$ cat config.mk
export PLATFORM = sky130hd
export DESIGN_NAME = pipeline_stall_controller
export DESIGN_NICKNAME = d
export VERILOG_FILES = /design/src/rtl/pipeline_stall_controller.sv
export SDC_FILE = /design/constraint.sdc
export NUM_CORES = 1
export LEC_CHECK = 0
export CORE_UTILIZATION = 30
export CTS_CLUSTER_SIZE = 20
export DETAILED_ROUTE_END_ITERATION = 7
export GPL_TIMING_DRIVEN = 1
export HOLD_SLACK_MARGIN = 0.1
export PLACE_DENSITY = 0.57
export RECOVER_POWER = 100
export SKIP_CTS_REPAIR_TIMING = 1
export SLEW_MARGIN = 40
export SYNTH_ARGS = -nofsm -noshare
export SYNTH_HDL_FRONTEND = slang
export SYNTH_SLANG_ARGS = --single-unit
$ cat constraint.sdc
create_clock -name i_clk -period 2.1 [get_ports i_clk]
set_input_delay 0.42 -clock i_clk [delete_from_list [all_inputs] [get_ports i_clk]]
set_output_delay 0.42 -clock i_clk [all_outputs]
set_load 0.02 [all_outputs]
$ cat src/rtl/pipeline_stall_controller.sv
// rtl/pipeline_stall_controller.sv - stall/flush sequencer for the 5-stage pipeline
//
// Purpose: merges the load-use stall request, the taken-branch indication and
// the data-memory busy signal into one consistent set of pipeline-register
// enables and bubble/flush controls. It runs a multi-cycle IF/ID flush after
// taken branches and keeps saturating stall/flush counters and a sticky
// stall-watchdog flag for debug.
//
// Ports:
//   i_clk           pipeline clock, rising edge
//   i_rst           asynchronous, active-high reset
//   i_load_use      load-use hazard detected
//   i_br_taken      branch in ID resolved taken this cycle
//   i_mem_busy      data memory not ready, MEM stage must hold
//   i_clr_cnt       synchronous clear of counters and hazard flag
//   o_pc_write      PC load enable
//   o_if_id_write   IF/ID register write enable
//   o_if_id_flush   IF/ID register cleared to NOP on this edge
//   o_id_ex_bubble  zero ID/EX control fields
//   o_pipe_hold     freeze ID/EX, EX/MEM, MEM/WB
//   o_in_flush      sequencer is in the FLUSH state
//   o_stall_cnt     saturating count of cycles with o_pc_write=0
//   o_flush_cnt     saturating count of taken-branch flush sequences
//   o_haz_err       sticky: load-use held STALL_LIMIT consecutive non-busy cycles
module pipeline_stall_controller #(
  parameter int FLUSH_CYCLES = 1,
  parameter int CNT_W        = 16,
  parameter int STALL_LIMIT  = 4
) (
  input  logic             i_clk,
  input  logic             i_rst,
  input  logic             i_load_use,
  input  logic             i_br_taken,
  input  logic             i_mem_busy,
  input  logic             i_clr_cnt,
  output logic             o_pc_write,
  output logic             o_if_id_write,
  output logic             o_if_id_flush,
  output logic             o_id_ex_bubble,
  output logic             o_pipe_hold,
  output logic             o_in_flush,
  output logic [CNT_W-1:0] o_stall_cnt,
  output logic [CNT_W-1:0] o_flush_cnt,
  output logic             o_haz_err
);

  typedef enum logic {ST_RUN, ST_FLUSH} state_t;

  localparam logic [2:0]       LP_FLUSH_INIT = 3'(FLUSH_CYCLES - 1);
  localparam logic [3:0]       LP_LIMIT      = 4'(STALL_LIMIT);
  localparam logic [3:0]       LP_LIMIT_M1   = 4'(STALL_LIMIT - 1);
  localparam logic [CNT_W-1:0] LP_CNT_ONE    = {{(CNT_W-1){1'b0}}, 1'b1};
  localparam logic [CNT_W-1:0] LP_CNT_MAX    = {CNT_W{1'b1}};

  state_t           r_state;
  logic [2:0]       r_flush_left;
  logic [3:0]       r_streak;
  logic [CNT_W-1:0] r_stall_cnt;
  logic [CNT_W-1:0] r_flush_cnt;
  logic             r_haz_err;

  logic w_run;
  logic w_load_stall;
  logic w_branch_start;
  logic w_streak_clear;
  logic w_pc_write;
  logic w_if_id_write;
  logic w_if_id_flush;
  logic w_id_ex_bubble;
  logic w_pipe_hold;

  // Qualified events; memBusy masks everything, loadUse masks brTaken.
  assign w_run          = (r_state == ST_RUN);
  assign w_load_stall   = w_run & ~i_mem_busy & i_load_use;
  assign w_streak_clear = w_run & ~i_mem_busy & ~i_load_use;
  assign w_branch_start = w_streak_clear & i_br_taken;

  always_comb begin
    w_pc_write     = 1'b1;
    w_if_id_write  = 1'b1;
    w_if_id_flush  = 1'b0;
    w_id_ex_bubble = 1'b0;
    w_pipe_hold    = 1'b0;
    if (i_mem_busy) begin
      w_pc_write    = 1'b0;
      w_if_id_write = 1'b0;
      w_pipe_hold   = 1'b1;
    end else if (!w_run) begin
      // FLUSH squashes whatever IF/ID would capture; loadUse/brTaken ignored.
      w_if_id_flush = 1'b1;
    end else if (i_load_use) begin
      w_pc_write     = 1'b0;
      w_if_id_write  = 1'b0;
      w_id_ex_bubble = 1'b1;
    end else if (i_br_taken) begin
      w_if_id_flush = 1'b1;
    end
  end

  always_ff @(posedge i_clk or posedge i_rst) begin
    if (i_rst) begin
      r_state      <= ST_RUN;
      r_flush_left <= 3'd0;
      r_streak     <= 4'd0;
      r_stall_cnt  <= '0;
      r_flush_cnt  <= '0;
      r_haz_err    <= 1'b0;
    end else begin
      // Sequencer: busy cycles freeze it so they extend the flush window.
      if (!i_mem_busy) begin
        if (w_run) begin
          if (w_branch_start && (FLUSH_CYCLES > 1)) begin
            r_state      <= ST_FLUSH;
            r_flush_left <= LP_FLUSH_INIT;
          end
        end else begin
          r_flush_left <= r_flush_left - 3'd1;
          if (r_flush_left == 3'd1) begin
            r_state <= ST_RUN;
          end
        end
      end

      // Debug counters; clear has priority over any same-cycle increment.
      if (i_clr_cnt) begin
        r_stall_cnt <= '0;
        r_flush_cnt <= '0;
        r_streak    <= 4'd0;
        r_haz_err   <= 1'b0;
      end else begin
        if (!w_pc_write && (r_stall_cnt != LP_CNT_MAX)) begin
          r_stall_cnt <= r_stall_cnt + LP_CNT_ONE;
        end
        if (w_branch_start && (r_flush_cnt != LP_CNT_MAX)) begin
          r_flush_cnt <= r_flush_cnt + LP_CNT_ONE;
        end
        if (w_load_stall) begin
          // Streak parks at the limit so it can never wrap back below it.
          if (r_streak != LP_LIMIT) begin
            r_streak <= r_streak + 4'd1;
          end
          if (r_streak >= LP_LIMIT_M1) begin
            r_haz_err <= 1'b1;
          end
        end else if (w_streak_clear) begin
          r_streak <= 4'd0;
        end
      end
    end
  end

  assign o_pc_write     = w_pc_write;
  assign o_if_id_write  = w_if_id_write;
  assign o_if_id_flush  = w_if_id_flush;
  assign o_id_ex_bubble = w_id_ex_bubble;
  assign o_pipe_hold    = w_pipe_hold;
  assign o_in_flush     = (r_state == ST_FLUSH);
  assign o_stall_cnt    = r_stall_cnt;
  assign o_flush_cnt    = r_flush_cnt;
  assign o_haz_err      = r_haz_err;

endmodule

; ---- After elaboration in Yosys (flattened, before gate mapping)
; Cells that the tools add are included.
[classes]
addsub = 4
n_lt_le_gt_ge = 1
eq_ne = 5
n_mux = 24
bitwise = 7
n_reduce_logical = 11
[ops]
columns = operator, count
row1 = 2-to-1 mux 16 bit, 4
row2 = adder 16 x 1 -> 16 bit (second input constant), 2
row3 = != test 16 bit (second input constant), 2
row4 = 2-to-1 mux 1 bit, 16
row5 = 2-to-1 mux 4 bit, 4
row6 = nonzero test 2 bit, 4
row7 = AND reduction 2 bit, 3
row8 = adder 4 x 1 -> 4 bit (second input constant), 1
row9 = bitwise AND 1 bit, 4
row10 = greater-or-equal comparator 4 x 2 -> 1 bit (second input constant), 1
row11 = != test 4 x 3 -> 1 bit (second input constant), 1
row12 = equality test 3 x 1 -> 1 bit (second input constant), 1
row13 = != test 3 x 2 -> 1 bit (second input constant), 1
row14 = inverter 1 bit, 3
row15 = nonzero test 3 bit, 1
row16 = subtractor 3 x 1 -> 3 bit (second input constant), 1
row17 = logical AND 1 bit, 2
row18 = logical NOT 1 bit, 1
[totals]
ff_bits = 41
in_bits = 6
output_inout_bits = 39
elab_cells = 58

; ---- Longest topological paths before layout
; Gate-level depths: netlist of the first run.
[logic_depth]
word_depth = 7
ltp_mapped = 7
ltp_nobuf = 6

; ---- Least setup slack after synthesis of the first run
; Ideal clock, no wire load.
[synth_path]
kind = register to register
from = reg r_state, in the netlist o_in_flush
to = reg r_flush_cnt[15], in the netlist o_flush_cnt[15]
arrival_time_ns = 1.782
required_time_ns = 1.975
path_slack_ns = 0.193
path_stages_with_launch = 6
n_path_buf = 1
period_less_slack_ns = 1.907
cell_sequence = dfrtp_1 nor4b_4 nand3_1 clkbuf_1 nor4_1 mux2_2
[synth_between]
elab_chain_len = 6
[synth_lines]
columns = item, line_no
row1 = from (decl), 55  ; state_t r_state;
row2 = from (signal assigned), 102  ; r_state <= ST_RUN;
row3 = from (signal assigned), 113  ; r_state <= ST_FLUSH;
row4 = from (signal assigned), 119  ; r_state <= ST_RUN;
row5 = inverter 1 bit, 73  ; assign w_run = (r_state == ST_RUN);
row6 = bitwise AND 1 bit (2 in series), 75  ; assign w_streak_clear = w_run & ~i_mem_busy & ~i_load_use;
row7 = bitwise AND 1 bit, 76  ; assign w_branch_start = w_streak_clear & i_br_taken;
row8 = logical AND 1 bit, 134  ; if (w_branch_start && (r_flush_cnt != LP_CNT_MAX)) begin
row9 = nonzero test 2 bit (no line), n/a
row10 = to (signal assigned), 135  ; r_flush_cnt <= r_flush_cnt + LP_CNT_ONE;
row11 = to (decl), 59  ; logic [CNT_W-1:0] r_flush_cnt;
; Every way passes these cells.
; A chain may end at the register's enable or synchronous reset.

; ---- Worst setup path after layout of the first run
[layout_path]
from = in i_mem_busy
to = reg r_flush_cnt[10], in the netlist o_flush_cnt[10]
[layout_between]
elab_chain_len = 6
[layout_lines]
columns = item, line_no
row1 = from (decl), 34  ; input logic i_mem_busy,
row2 = inverter 1 bit (no line), n/a
row3 = bitwise AND 1 bit (2 in series), 75
row4 = bitwise AND 1 bit, 76
row5 = logical AND 1 bit, 134
row6 = nonzero test 2 bit (no line), n/a
; Every way passes these cells.

==> results of run 1 <==
==> stage by stage <==
stage	power [mW]	setup slack, ps	TNS [ps]	cells	hold WS [ps]
after floorplan	0.894	193	0	250	446
after global placement	0.963	-361	-5440	409	462
after detailed placement	0.963	-375	-6230	409	465
after CTS	1.73	-370	-1270	417	482
after global routing	1.76	-11.6	-11.6	418	507
final	1.70	76.1	0	418	483
==> worst max path at each step <==
stage	startpoint	to	slack [ps]
floorplan	o_in_flush$_DFFE_PP0N_	o_flush_cnt[15]$_DFFE_PP0P_	190
global placement	i_load_use	o_id_ex_bubble	-360
detailed placement	i_mem_busy	o_flush_cnt[10]$_DFFE_PP0P_	-380
CTS	i_load_use	o_id_ex_bubble	-370
global route	i_mem_busy	o_flush_cnt[10]$_DFFE_PP0P_	-10
finish	i_mem_busy	o_flush_cnt[10]$_DFFE_PP0P_	80
==> cells in the mapped netlist, drive strengths merged, types with 5 or more instances <==
cell type and number:
clkbuf 6, nand4 9, nand2 15, buf 7, ha 6, inv 13
o31ai 12, dfrtp 41, o21ai 12, nor2 15, nor4 9, nand3 12
mux2 5, or4 13, nor2b 6, or3 9, a21oi 23
==> cell families after synthesis <==
group	Yosys count
multiplexers	7
buffers and inverters	26
AO/OA/AOI/OAI	67
flip-flops	41
AND/OR/NAND/NOR	101
XOR/XNOR	2
adder cells (fa/ha/maj)	6
==> layer usage <==
metal / vias up / GRT usage [%] / routed length, µm
met2: 38 / 23.0 / 2750
li1: 1094 / - / -
met3: 4 / 2.78 / 169
met4: 0 / 4.44 / 44
met5: - / 0 / 0
met1: 1030 / 19.0 / 2730
==> worst max-delay path, delay by kind of cell <==
family,cells,cell delay (ps)
mux,1,360
buf+inv,3,780
simple gates,3,640
==> report_power, final <==
group          switching [mW]  total [mW]  internal [mW]
combinational          0.0782       0.134         0.0554
sequential            0.00971       0.806          0.796
clock                   0.288       0.761          0.473
total                   0.376        1.70           1.32
==> final cells by class <==
| type | count | area (µm²) | area share, % |
|---|---|---|---|
| Multi-Input combinational cell | 183 | 1260 | 39.0 |
| Timing Repair Buffer | 74 | 644 | 19.9 |
| Clock buffer | 5 | 68.8 | 2.12 |
| Inverter | 13 | 48.8 | 1.51 |
| Sequential cell | 41 | 1030 | 31.7 |
| Clock inverter | 3 | 65.1 | 2.01 |
| Tap cell | 99 | 124 | 3.82 |
==> sequential cells by signal, summed over array words and instances, names as in the netlist <==
signal and count:
o_in_flush 1, o_haz_err 1, r_streak 4, o_flush_cnt 16, r_flush_left 3, o_stall_cnt 16
==> metrics, run 1 <==
WP data arrival=roughly 2200 ps; final setup fails=0; Final min period=between 2000 and 2500 ps; Top FF cell, synth=dfrtp_1; first-pass GRT wire length=between 9 and 10 mm; status=finished clean; worst r2r src=o_flush_cnt[0]$_DFFE_PP0P_; fin. max-slew vios=0; Final Hold Vio Count=0; CP peak stage delay=450 ps; Mean Syn Cell Area=9.43 µm²; Lkg Pwr=~1.4 nW; Ys Warns=0; multiplexer share of the synthesized area=under 10%; ANT nets after route=0; DPL Wire Length=roughly 4.0 mm; initial core utilization=between 30% and 40%; Post-DP Area=3090 µm²; max_slew headroom=between 20% and 30%; P&R area growth vs syn=37.3%; die area=~8000 µm²; Slowest cell on crit path=clkdlybuf4s50_1; Initial DRC Count=about 110; antenna violations before repair=0; post-DR wirelength/cell=approximately 14 µm; vias per cell=slightly above 5; CTS root buf=clkbuf_8; fin util=roughly 44%; io pins=45; Tcrit/Tclk final=96.4%; chip width=between 90 and 100 µm; reg2reg setup slack=around 140 ps; Core Footprint=roughly 7400 µm²; clk_skew=11.3 ps; GRT Total Usage=14.2%; worst hold path depth=1; Crit path required time=2280 ps; DR vias=around 2200; dominant cells by area after synthesis=dfrtp_1 (44%), a21oi_1 (4.9%), or4_1 (4.1%); reg2reg end=o_flush_cnt[7]$_DFFE_PP0P_; Antenna Cells=0; Post-Synth XOR/XNOR Area=less than 1%; die height=a little over 90 µm; total CTS buffers=5; flops & latches, synth=slightly above 40; Gate Count Post-Synth=250; Clock Latency Late Sink=around 300 ps; asr flop ratio synth=100%; largest family of logic cells by synthesized area=simple AND/OR/NAND/NOR gates; vias in the first global route=1969; clock sink count=between 40 and 50; Power Density=about 520 nW/µm²; total gr overflow=0; Rows=31; adder-cell area share of the yosys netlist=under 10%; Hold Path End=r_flush_left[2]$_DFFE_PP0P_; Hold WC Path Type=flip-flop to flip-flop; leading area contributor after synthesis=dfrtp_1; Layout Nets=between 300 and 400; Post-synth EDFFs=0; Clock Pin Slew Worst Setup and Hold Paths=90 ps; crit-path max FO=10; Detailed Route WL=between 5 and 6 mm; commonest non-fill, non-tap cell in the layout=dfrtp_1; Post-Syn Area=between 2000 and 2500 µm²; most frequent cells in the layout=dfrtp_1 (41), dlygate4sd3_1 (35), buf_4 (23); Placer Congestion=approximately 0.8; sequential share of the synthesized area=a little over two fifths; Fillers=714; worst-margin pin slew=1050 ps; Synth cell types=48; critical path, cell by cell=clkdlybuf4s50_1, clkbuf_1, nor4b_4, buf_4, nand2_4, nor4_4, mux2_2; post-synthesis simple-gate area fraction=approximately a quarter; Setup Crit Path Kind=primary input to flip-flop; CTS tree=built; largest net degree at the start of global routing=42; compound-gate portion of the synthesized area=a little under a fifth; input/output buffers=44; Peak VDD IR=approximately 0.00023 V; Max Clk Rate=approximately 490 MHz; worst hold start=r_flush_left[2]$_DFFE_PP0P_; R2R depth=6; layout cells sized above 1=around 17%; Mapped Nets=about 260; number of max-cap violations=0; drt first pass iters=4; Startpoint Class=primary input; Yosys top cell area share=a little over two fifths; post-route cell area=3240 µm²; CTS Buffer Depth=2; H-tree depth=2; Remaining DRCs=0; Setup crit end kind=flip-flop
(Power assumes the default switching activity.)
==> run 2, diff against run 1 <==
Settings changed: REMOVE_ABC_BUFFERS from default to 1.
Clock period 2.1 ns to 2.05 ns, I/O delays scaled along.
==> metrics, run 2 (synthesis gave the netlist of run 1 again) <==
Clock Latency Late Sink=290 ps (about the same); status=finished clean; Startpoint Class=primary input; clk_skew=4.42 ps (-6.88 ps); DR vias=2197 (+1.4%); Core Footprint=7410 µm² (unchanged); chip width=90.7 µm (unchanged); Remaining DRCs=0 (unchanged); Peak VDD IR=0.000259 V (+11%); most frequent cells in the layout=dfrtp_1 (41), dlygate4sd3_1 (35), buf_4 (23); initial core utilization=31.8% (unchanged); number of max-cap violations=0 (unchanged); Clock Pin Slew Worst Setup and Hold Paths=80 ps (about the same); Tcrit/Tclk final=between 90% and 100%; die height=90.7 µm (unchanged); CTS tree=built; worst-margin pin slew=1070 ps (+20.1 ps); die area=8220 µm² (unchanged); ANT nets after route=0 (unchanged); clock sink count=41 (unchanged); Antenna Cells=0 (unchanged); H-tree depth=2 (unchanged); fin. max-slew vios=0 (unchanged); Lkg Pwr=1.38 nW (-4.1%); post-route total power=1.50 mW (-12%); WP data arrival=2160 ps (-50 ps); io pins=45 (unchanged); CTS root buf=clkbuf_8; commonest non-fill, non-tap cell in the layout=dfrtp_1; first-pass GRT wire length=10.1 mm (+4.1%); RSZ-0062 raised after global routing=false; total gr overflow=0 (unchanged); Setup Crit Path Kind=primary input to flip-flop; CTS Buffer Depth=2 (unchanged); Hold WC Path Type=flip-flop to flip-flop; total CTS buffers=5 (unchanged); Layout Nets=334 (+1.2%); Max Clk Rate=just over 500 MHz; Final min period=1940 ps; crit-path max FO=6 (-4); Post-DP Area=3090 µm² (+0.24%); antenna violations before repair=0 (unchanged); Detailed Route WL=5.94 mm (+4.3%); input/output buffers=44 (unchanged); Placer Congestion=0.789 (-1.7%); Rows=31 (unchanged); post-route cell area=3200 µm² (-1.1%); Power Density=467 nW/µm² (-11%); Initial DRC Count=119 (+5.3%); drt first pass iters=4 (unchanged); GRT Total Usage=15.0% (+0.78 points); DPL Wire Length=4.30 mm (+6.6%); vias per cell=5.22 (+0.71%); post-DR wirelength/cell=14.1 µm (+3.6%); Setup crit end kind=flip-flop; Crit path required time=2270 ps (about the same); P&R area growth vs syn=35.9%; largest net degree at the start of global routing=42 (unchanged); vias in the first global route=2107 (+7.0%); layout cells sized above 1=18.0% (+0.77 points); final setup fails=0 (unchanged); max_slew headroom=28.5% (-1.3 points); Final Hold Vio Count=0 (unchanged); hold slack=479 ps (-3.81 ps)
run 2: cell count changes in the layout (fill, tap and decap cells not counted), moves of 2 or more:
cell and change:
a21oi_1 -2, a21oi_2 +2, buf_6 +2, bufinv_16 -2, clkbuf_1 +5, dlymetal6s2s_1 -2
or4_1 -2, or4_4 +2
run 2: metal layers:
metal / vias to the layer above / share of wire [%] / GRT usage, %
met4: 0 / 0.49 / 3.76
met5: - / 0 / 0
met3: 2 / 3.0 / 2.95
li1: 1095 / - / -
met2: 37 / 48 / 24.4
met1: 1063 / 48 / 20.4
run 2: critical path: stages:
cell and delay [ps]:
clkdlybuf4s50_1 490, nor4b_4 320, nand2_2 90, clkbuf_2 170
or4_1 530, a21oi_2 150
run 2: area by class of cell:
type                       count  area (µm²)
inverter                      13        48.8
timing repair buffer          78         652
tap                           99         124
multi-input combinational    183        1270
sequential                    41        1030
clock buffer                   7        86.3
fill                         750        4200
run 2: metrics by stage:
step / std cells / TNS [ps] / setup WS [ps] / utilization (%)
floorplan: 237 / -4640 / -534 / -
global route: 421 / 0 / 4.52 / 43.3
global placement: 410 / -6350 / -433 / 41.7
CTS: 417 / -1770 / -455 / 42.9
detailed placement: 410 / -7510 / -453 / 41.7
finish: 421 / 0 / 113 / 43.3
run 2: path summary, 6_finish.rpt:
kind                                        startpoint                          end  slack, ps  cells past startpoint
max in group asynchronous                        i_rst      r_streak[0]$_DFFE_PP0P_        490                      3
hold reg to reg            r_flush_left[2]$_DFFE_PP0P_  r_flush_left[2]$_DFFE_PP0P_        480                      1
min in group asynchronous                        i_rst   o_flush_cnt[7]$_DFFE_PP0P_        900                      3
setup / recovery                            i_br_taken   o_flush_cnt[8]$_DFFE_PP0P_        110                      6
setup reg to reg                o_in_flush$_DFFE_PP0N_   o_flush_cnt[8]$_DFFE_PP0P_        130                      6
hold / removal             r_flush_left[2]$_DFFE_PP0P_  r_flush_left[2]$_DFFE_PP0P_        480                      1
run 2: power by group:
group / leakage (nW) / switching [mW] / internal, mW
Combinational: 0.769 / 0.0824 / 0.0527
Sequential: 0.570 / 0.00954 / 0.816
Clock: 0.0443 / 0.270 / 0.267
==> run 3, diff against run 2 <==
Settings changed: ABC_CLOCK_PERIOD_IN_PS from default to 2050.
==> results of run 3 <==
Same layout as run 2: the final DEF is identical, and so are final timing and power.
